**config.mk**
```make
export PLATFORM = sky130hd
export DESIGN_NAME = train_track_emulator
export DESIGN_NICKNAME = d
export VERILOG_FILES = /design/src/rtl/train_track_emulator.sv
export SDC_FILE = /design/constraint.sdc
export NUM_CORES = 1
export LEC_CHECK = 0
export ABC_CLOCK_PERIOD_IN_PS = 1600
export BUFFER_PORTS_ARGS = -buffer_cell sky130_fd_sc_hd__buf_2
export CAP_MARGIN = 10
export CORE_MARGIN = 3
export CORE_UTILIZATION = 52
export CTS_CLUSTER_SIZE = 30
export DETAILED_ROUTE_END_ITERATION = 8
export GPL_TIMING_DRIVEN = 0
export PLACE_DENSITY = 0.75
export SLEW_MARGIN = 10
export SYNTH_ARGS = -nofsm -noshare
export SYNTH_HDL_FRONTEND = slang
export SYNTH_SLANG_ARGS = --single-unit
export TNS_END_PERCENT = 30
```
**constraint.sdc**
```tcl
create_clock -name CLK -period 1.6 [get_ports CLK]
set_input_delay 0.08 -clock CLK [delete_from_list [all_inputs] [get_ports CLK]]
set_output_delay 0.08 -clock CLK [all_outputs]
set_load 0.01 [all_outputs]
```
**src/rtl/train_track_emulator.sv**
```systemverilog
// Train track emulator: drives the six sensor lines S1..S6 as if one train
// travelled the track forward (S1->S6) or in reverse (S6->S1), producing one
// clean registered pulse per sensor, then a single-cycle done strobe.
module train_track_emulator #(
  parameter int TICKS_PER_SEGMENT = 1000,
  parameter int PULSE_TICKS       = 4
) (
  input  logic       CLK,
  input  logic       RST,
  input  logic       start,
  input  logic       dir,
  input  logic       stop,
  output logic       S1,
  output logic       S2,
  output logic       S3,
  output logic       S4,
  output logic       S5,
  output logic       S6,
  output logic [2:0] position,
  output logic       busy,
  output logic       done
);

  // One counter serves both the travel and the pulse phase, so it is sized
  // for the longer of the two; a width of at least one bit keeps T=P=1 legal.
  localparam int CNT_MAX = (TICKS_PER_SEGMENT > PULSE_TICKS) ? TICKS_PER_SEGMENT : PULSE_TICKS;
  localparam int CW      = (CNT_MAX > 1) ? $clog2(CNT_MAX) : 1;

  localparam logic [CW-1:0] TRAVEL_LAST = CW'(TICKS_PER_SEGMENT - 1);
  localparam logic [CW-1:0] PULSE_LAST  = CW'(PULSE_TICKS - 1);

  typedef enum logic [1:0] {
    IDLE   = 2'd0,
    TRAVEL = 2'd1,
    PULSE  = 2'd2,
    DONE   = 2'd3
  } state_t;

  state_t        state;
  logic [CW-1:0] count;
  logic          dir_run;
  logic [5:0]    sensors;

  // Sensor line selected by a track position; positions outside 1..6 select none.
  function automatic logic [5:0] sensor_onehot(input logic [2:0] pos);
    logic [5:0] lines;
    lines = 6'b000000;
    case (pos)
      3'd1:    lines = 6'b000001;
      3'd2:    lines = 6'b000010;
      3'd3:    lines = 6'b000100;
      3'd4:    lines = 6'b001000;
      3'd5:    lines = 6'b010000;
      3'd6:    lines = 6'b100000;
      default: lines = 6'b000000;
    endcase
    return lines;
  endfunction

  // Last sensor of the run: S6 going forward, S1 going in reverse.
  function automatic logic at_terminal(input logic [2:0] pos, input logic rev);
    return rev ? (pos == 3'd1) : (pos == 3'd6);
  endfunction

  // Next sensor along the direction of travel.
  function automatic logic [2:0] step_position(input logic [2:0] pos, input logic rev);
    return rev ? (pos - 3'd1) : (pos + 3'd1);
  endfunction

  // Run sequencer: every output comes straight from a register so the
  // controller at the far end never sees combinational glitches.
  always_ff @(posedge CLK or posedge RST) begin
    if (RST) begin
      state    <= IDLE;
      count    <= '0;
      dir_run  <= 1'b0;
      sensors  <= 6'b000000;
      position <= 3'd0;
      busy     <= 1'b0;
      done     <= 1'b0;
    end else begin
      done <= 1'b0;
      case (state)
        IDLE: begin
          // stop held together with start keeps the emulator parked
          if (start && !stop) begin
            state    <= TRAVEL;
            dir_run  <= dir;
            position <= dir ? 3'd6 : 3'd1;
            count    <= '0;
            busy     <= 1'b1;
          end
        end

        TRAVEL: begin
          if (stop) begin
            state    <= IDLE;
            count    <= '0;
            sensors  <= 6'b000000;
            position <= 3'd0;
            busy     <= 1'b0;
          end else if (count == TRAVEL_LAST) begin
            state   <= PULSE;
            count   <= '0;
            sensors <= sensor_onehot(position);
          end else begin
            count <= count + CW'(1);
          end
        end

        PULSE: begin
          if (stop) begin
            state    <= IDLE;
            count    <= '0;
            sensors  <= 6'b000000;
            position <= 3'd0;
            busy     <= 1'b0;
          end else if (count == PULSE_LAST) begin
            sensors <= 6'b000000;
            count   <= '0;
            if (at_terminal(position, dir_run)) begin
              state    <= DONE;
              position <= 3'd0;
              busy     <= 1'b0;
              done     <= 1'b1;
            end else begin
              state    <= TRAVEL;
              position <= step_position(position, dir_run);
            end
          end else begin
            count <= count + CW'(1);
          end
        end

        DONE: begin
          // done drops via the default above; start is not looked at here
          state <= IDLE;
        end

        default: begin
          state <= IDLE;
        end
      endcase
    end
  end

  assign S1 = sensors[0];
  assign S2 = sensors[1];
  assign S3 = sensors[2];
  assign S4 = sensors[3];
  assign S5 = sensors[4];
  assign S6 = sensors[5];

endmodule

```
==> results.md <==
- The share of the Yosys chip area taken by registers is 0.388.
- The insertion delay of the later-clocked pin in the worst-skew pair is 320 ps.
- Clock-pin slew was measured on the worst setup and hold paths at 140 ps.
- Following the worst setup path forward leads to its endpoint at count[3]$_DFFE_PP0P_.
- The portion of synthesized cell area occupied by the leading cell type is 0.388.
- 16 I/O pins were placed.
- Measured in cells, the most critical reg-to-reg path has a length of 8.
- The placeable core area is 2810 um^2.
- The number of nets still failing antenna checks after routing is 0.
- In this run, synthesis produced a sequential element count of 24.
- The congestion estimate from routability-driven global placement came to 0.875.
- After detailed placement, the design holds a cell count of between 200 and 250.
- The total power divided by cell area is between 1500 and 2000 nW/um^2.
- Summed over all nets, the switching power comes to 0.00136 W.
- The number of enable flip-flop cells after synthesis is 0.
- The post-synthesis to final-layout area growth is 25.4%.
- The library cell used most frequently in the layout, excluding fill and tap cells, is dfrtp_1.
- The iteration-0 DRC count of the detailed router is 33.
- Of all nets on the critical path, the largest fanout is 6.
- The async set-or-reset flop fraction in the synthesized netlist is 1.00.
- The via count of the first global-routing pass is 1183.
- The gate count after technology mapping is 159.
- Dividing the final minimum period by the clock period gives 1.18.
- The number of maximum-capacitance constraint violations is 0.
- The power share of the clock group is 0.136.
- Dividing the detail-routed wire length by the instance count gives about 15 um.
- The internal power of the cells totals 0.00194 W.
- The worst register-to-register path ends at count[3]$_DFFE_PP0P_.
- Yosys printed 0 warnings.
- dfrtp_1 takes more of the synthesized area than any other cell.
- The final core area utilization is 0.693.
- For the worst setup path, the data required time is around 1900 ps.
- The number of remaining DRC errors is 0.
- TritonCTS built the clock tree.
- The first-pass GRT wire length is between 5 and 6 mm.
- For this run, the top clock speed supported by timing is 530 MHz.
- The launching element type of the critical path is a register.
- The horizontal die dimension is roughly 60 um.
- For this design, the sink count on the clock tree is 24.
- The cell sitting at the root of the clock tree is a clkbuf_4.
- The net count of the finished layout is ~210.
- Port buffering added 15 buffers.
- Setup repair after global routing could not meet its margin everywhere.
- Leaving out filler cells and counting taps, the final layout contains 222.
- The maximum resistive drop on vdd is 1.23 mV.
- The leakage dissipation is 0.935 nW.
- The number of max-slew violations in the final report is 0.
- Headroom to the max-slew limit came out at 0.401.
- The initial utilization of the core area, before any placement, comes to 0.552.
- By area the synthesized netlist is led by dfrtp_1 39%, ha_1 9.7%, o21ai_0 4.5%, a21o_1 3.9%, mux2_2 3.6%.
- In the layout the commonest cells are 23 x dfrtp_1, 15 x buf_2, 13 x nand2_1.
- The total power after layout is 0.00331 W.
- Detailed placement ended at an HPWL of 2.21 mm.
- The launching point of the worst reg2reg path is state[1]$_DFFE_PP0P_.
- The smallest hold slack is about 12 ps.
- The part of the power in registers is 0.262.
- For this run the aggregate overflow at the end of global routing stands at 0.
- In the final layout, the share of cells above drive strength 1 is 0.351.
- The detailed-route via count is 1284.
- Dividing the synthesized area by the synthesized cell count gives 9.74 um^2.
- The total wire length is around 3.3 mm.
- Setup violations remaining at the end of the flow were counted as 22.
- The synthesized netlist occupies a cell area of 1550 um^2.
- The setup check on the worst reg-to-reg path leaves a slack of -290 ps.
- The maximum number of buffers from clock root to sink is 2.
- The number of diodes added for antenna fixing is 0.
- The checks that failed: negative setup slack.
- The count of TritonRoute iterations in the first routing pass is 4.
- The distinct cell type count after synthesis is 45.
- Tracing the worst setup path back leads to its startpoint at state[1]$_DFFE_PP0P_.
- In this run the number of H-tree levels came out at 1.
- At the pin with the least slew margin, the transition time is 898 ps.
- The final worst clock skew is 1.17 ps.
- The overall routing resource usage is 0.186.
- The launch point of the worst hold path is dir.
- Counting every net in the synthesized netlist gives 176.
- Before CTS, the worst setup slack after placement is -493 ps.
- The die is 60.6 um tall.
- The worst setup path category is reg2reg.
- The die area is 3670 um^2.
- Entering global routing, the biggest net connects 25 pins.
- The relative contribution of combinational cells to total power is 0.603.
- The worst setup path is captured at a register.
- STA puts the critical path data arrival time at 2170 ps.
- The worst hold path class is in2reg.
- The total count of hold-check failures in the final report came to 0.
- The dominant synthesized flop cell is dfrtp_1.
- The fraction of power spent switching nets is 0.412.
- Counting the buffers created by CTS gives 3.
- The run finished, with violations left.
- The number of standard-cell rows in the floorplan is 19.
- The final critical delay including setup and external delays is around 1900 ps.
- Across all setup checks in the final design, the least slack found is -287 ps.
- In the routed layout, each cell is associated on average with a via count of 5.78.
- The initial antenna violation count was 0.
==> cell usage after synthesis (all sizes together), types with 2 or more instances <==
cell type   n
inv        14
nor4        3
dfrtp      24
a21oi       7
nand3       8
nand4       2
buf         2
a31oi       2
nand2      13
nor3        5
o22a        2
mux2i       2
nand2b      3
ha         12
clkbuf      3
nor4b       3
nand3b      2
and3        3
a21o        9
nor2        5
o21ai      15
mux2        5
==> per-stage QoR <==
stage                     area, um^2  TNS (ps)
after floorplan                 1590     -1070
after global placement          1700     -4520
after detailed placement        1700     -5330
after CTS                       1910     -3830
after global routing            1940     -6540
final                           1940     -4430
==> worst min path at each step <==
stage	end	cells after the start
floorplan	busy$_DFFE_PP0P_	1
finish	dir_run$_DFFE_PP0P_	2
global route	dir_run$_DFFE_PP0P_	2
global placement	count[1]$_DFFE_PP0P_	2
detailed placement	count[0]$_DFFE_PP0P_	2
CTS	dir_run$_DFFE_PP0P_	2
==> logic make-up (layout without fill, tap and decap cells) <==
| logic type | count (synthesis) | count (layout) | synth area share |
|---|---|---|---|
| xor+xnor | 1 | 1 | 0.00566 |
| buf+inv | 19 | 51 | 0.0598 |
| fa+ha+maj | 12 | 12 | 0.0969 |
| mux | 7 | 7 | 0.0493 |
| compound gates | 43 | 43 | 0.198 |
| simple gates | 53 | 53 | 0.203 |
| flops | 24 | 24 | 0.388 |
==> power groups by stage <==
stage          Combinational [W]  Clock (W)  Sequential (W)
3_3_place_gp             0.00156          0        0.000858
5_1_grt                  0.00217   0.000483        0.000887
4_1_cts                  0.00193   0.000452        0.000862
2_1_floorplan            0.00123          0        0.000896
3_5_place_dp             0.00162          0        0.000872
6_report                 0.00199   0.000450        0.000865
==> repair_timing <==
item / 4_1_cts / 5_1_grt
pin swaps: 9 / 4
hold endpoints to repair: 24 / 0
endpoints found under the setup margin: 22 / 22
hold buffers: 1 / 0
cloned: 1 / 0
setup buffers: 8 / 3
resized for setup: 18 / 3
==> worst max-delay path, stage by stage, from the launching register on <==
cell     delay, ps
dfrtp_1        440
inv_2           80
ha_2           180
or2b_4         300
a31oi_4        200
o31ai_4        130
buf_6          170
nor4b_2        220
a21o_1         110
==> routing by layer <==
layer	vias to the layer above	wire length, um	track usage
met1	617	1530	0.248
met4	0	36	0.0557
met5	-	0	0
met3	4	109	0.0319
met2	25	1620	0.310
li1	638	-	-
==> registers in the layout, indices dropped and copies added (netlist names) <==
register  flops
dir_run       1
position      3
state         2
done          1
sensors       6
count        10
busy          1
==> cell type report <==
class / instances / area [um^2]
Multi-Input combinational cell: 116 / 978
Fill cell: 208 / 862
Sequential cell: 24 / 602
Timing Repair Buffer: 28 / 179
Inverter: 14 / 52.6
Buffer: 5 / 40.0
Tap cell: 31 / 38.8
Clock inverter: 1 / 30.0
Clock buffer: 3 / 22.5
No activity file was read; power rests on OpenSTA's default activity.
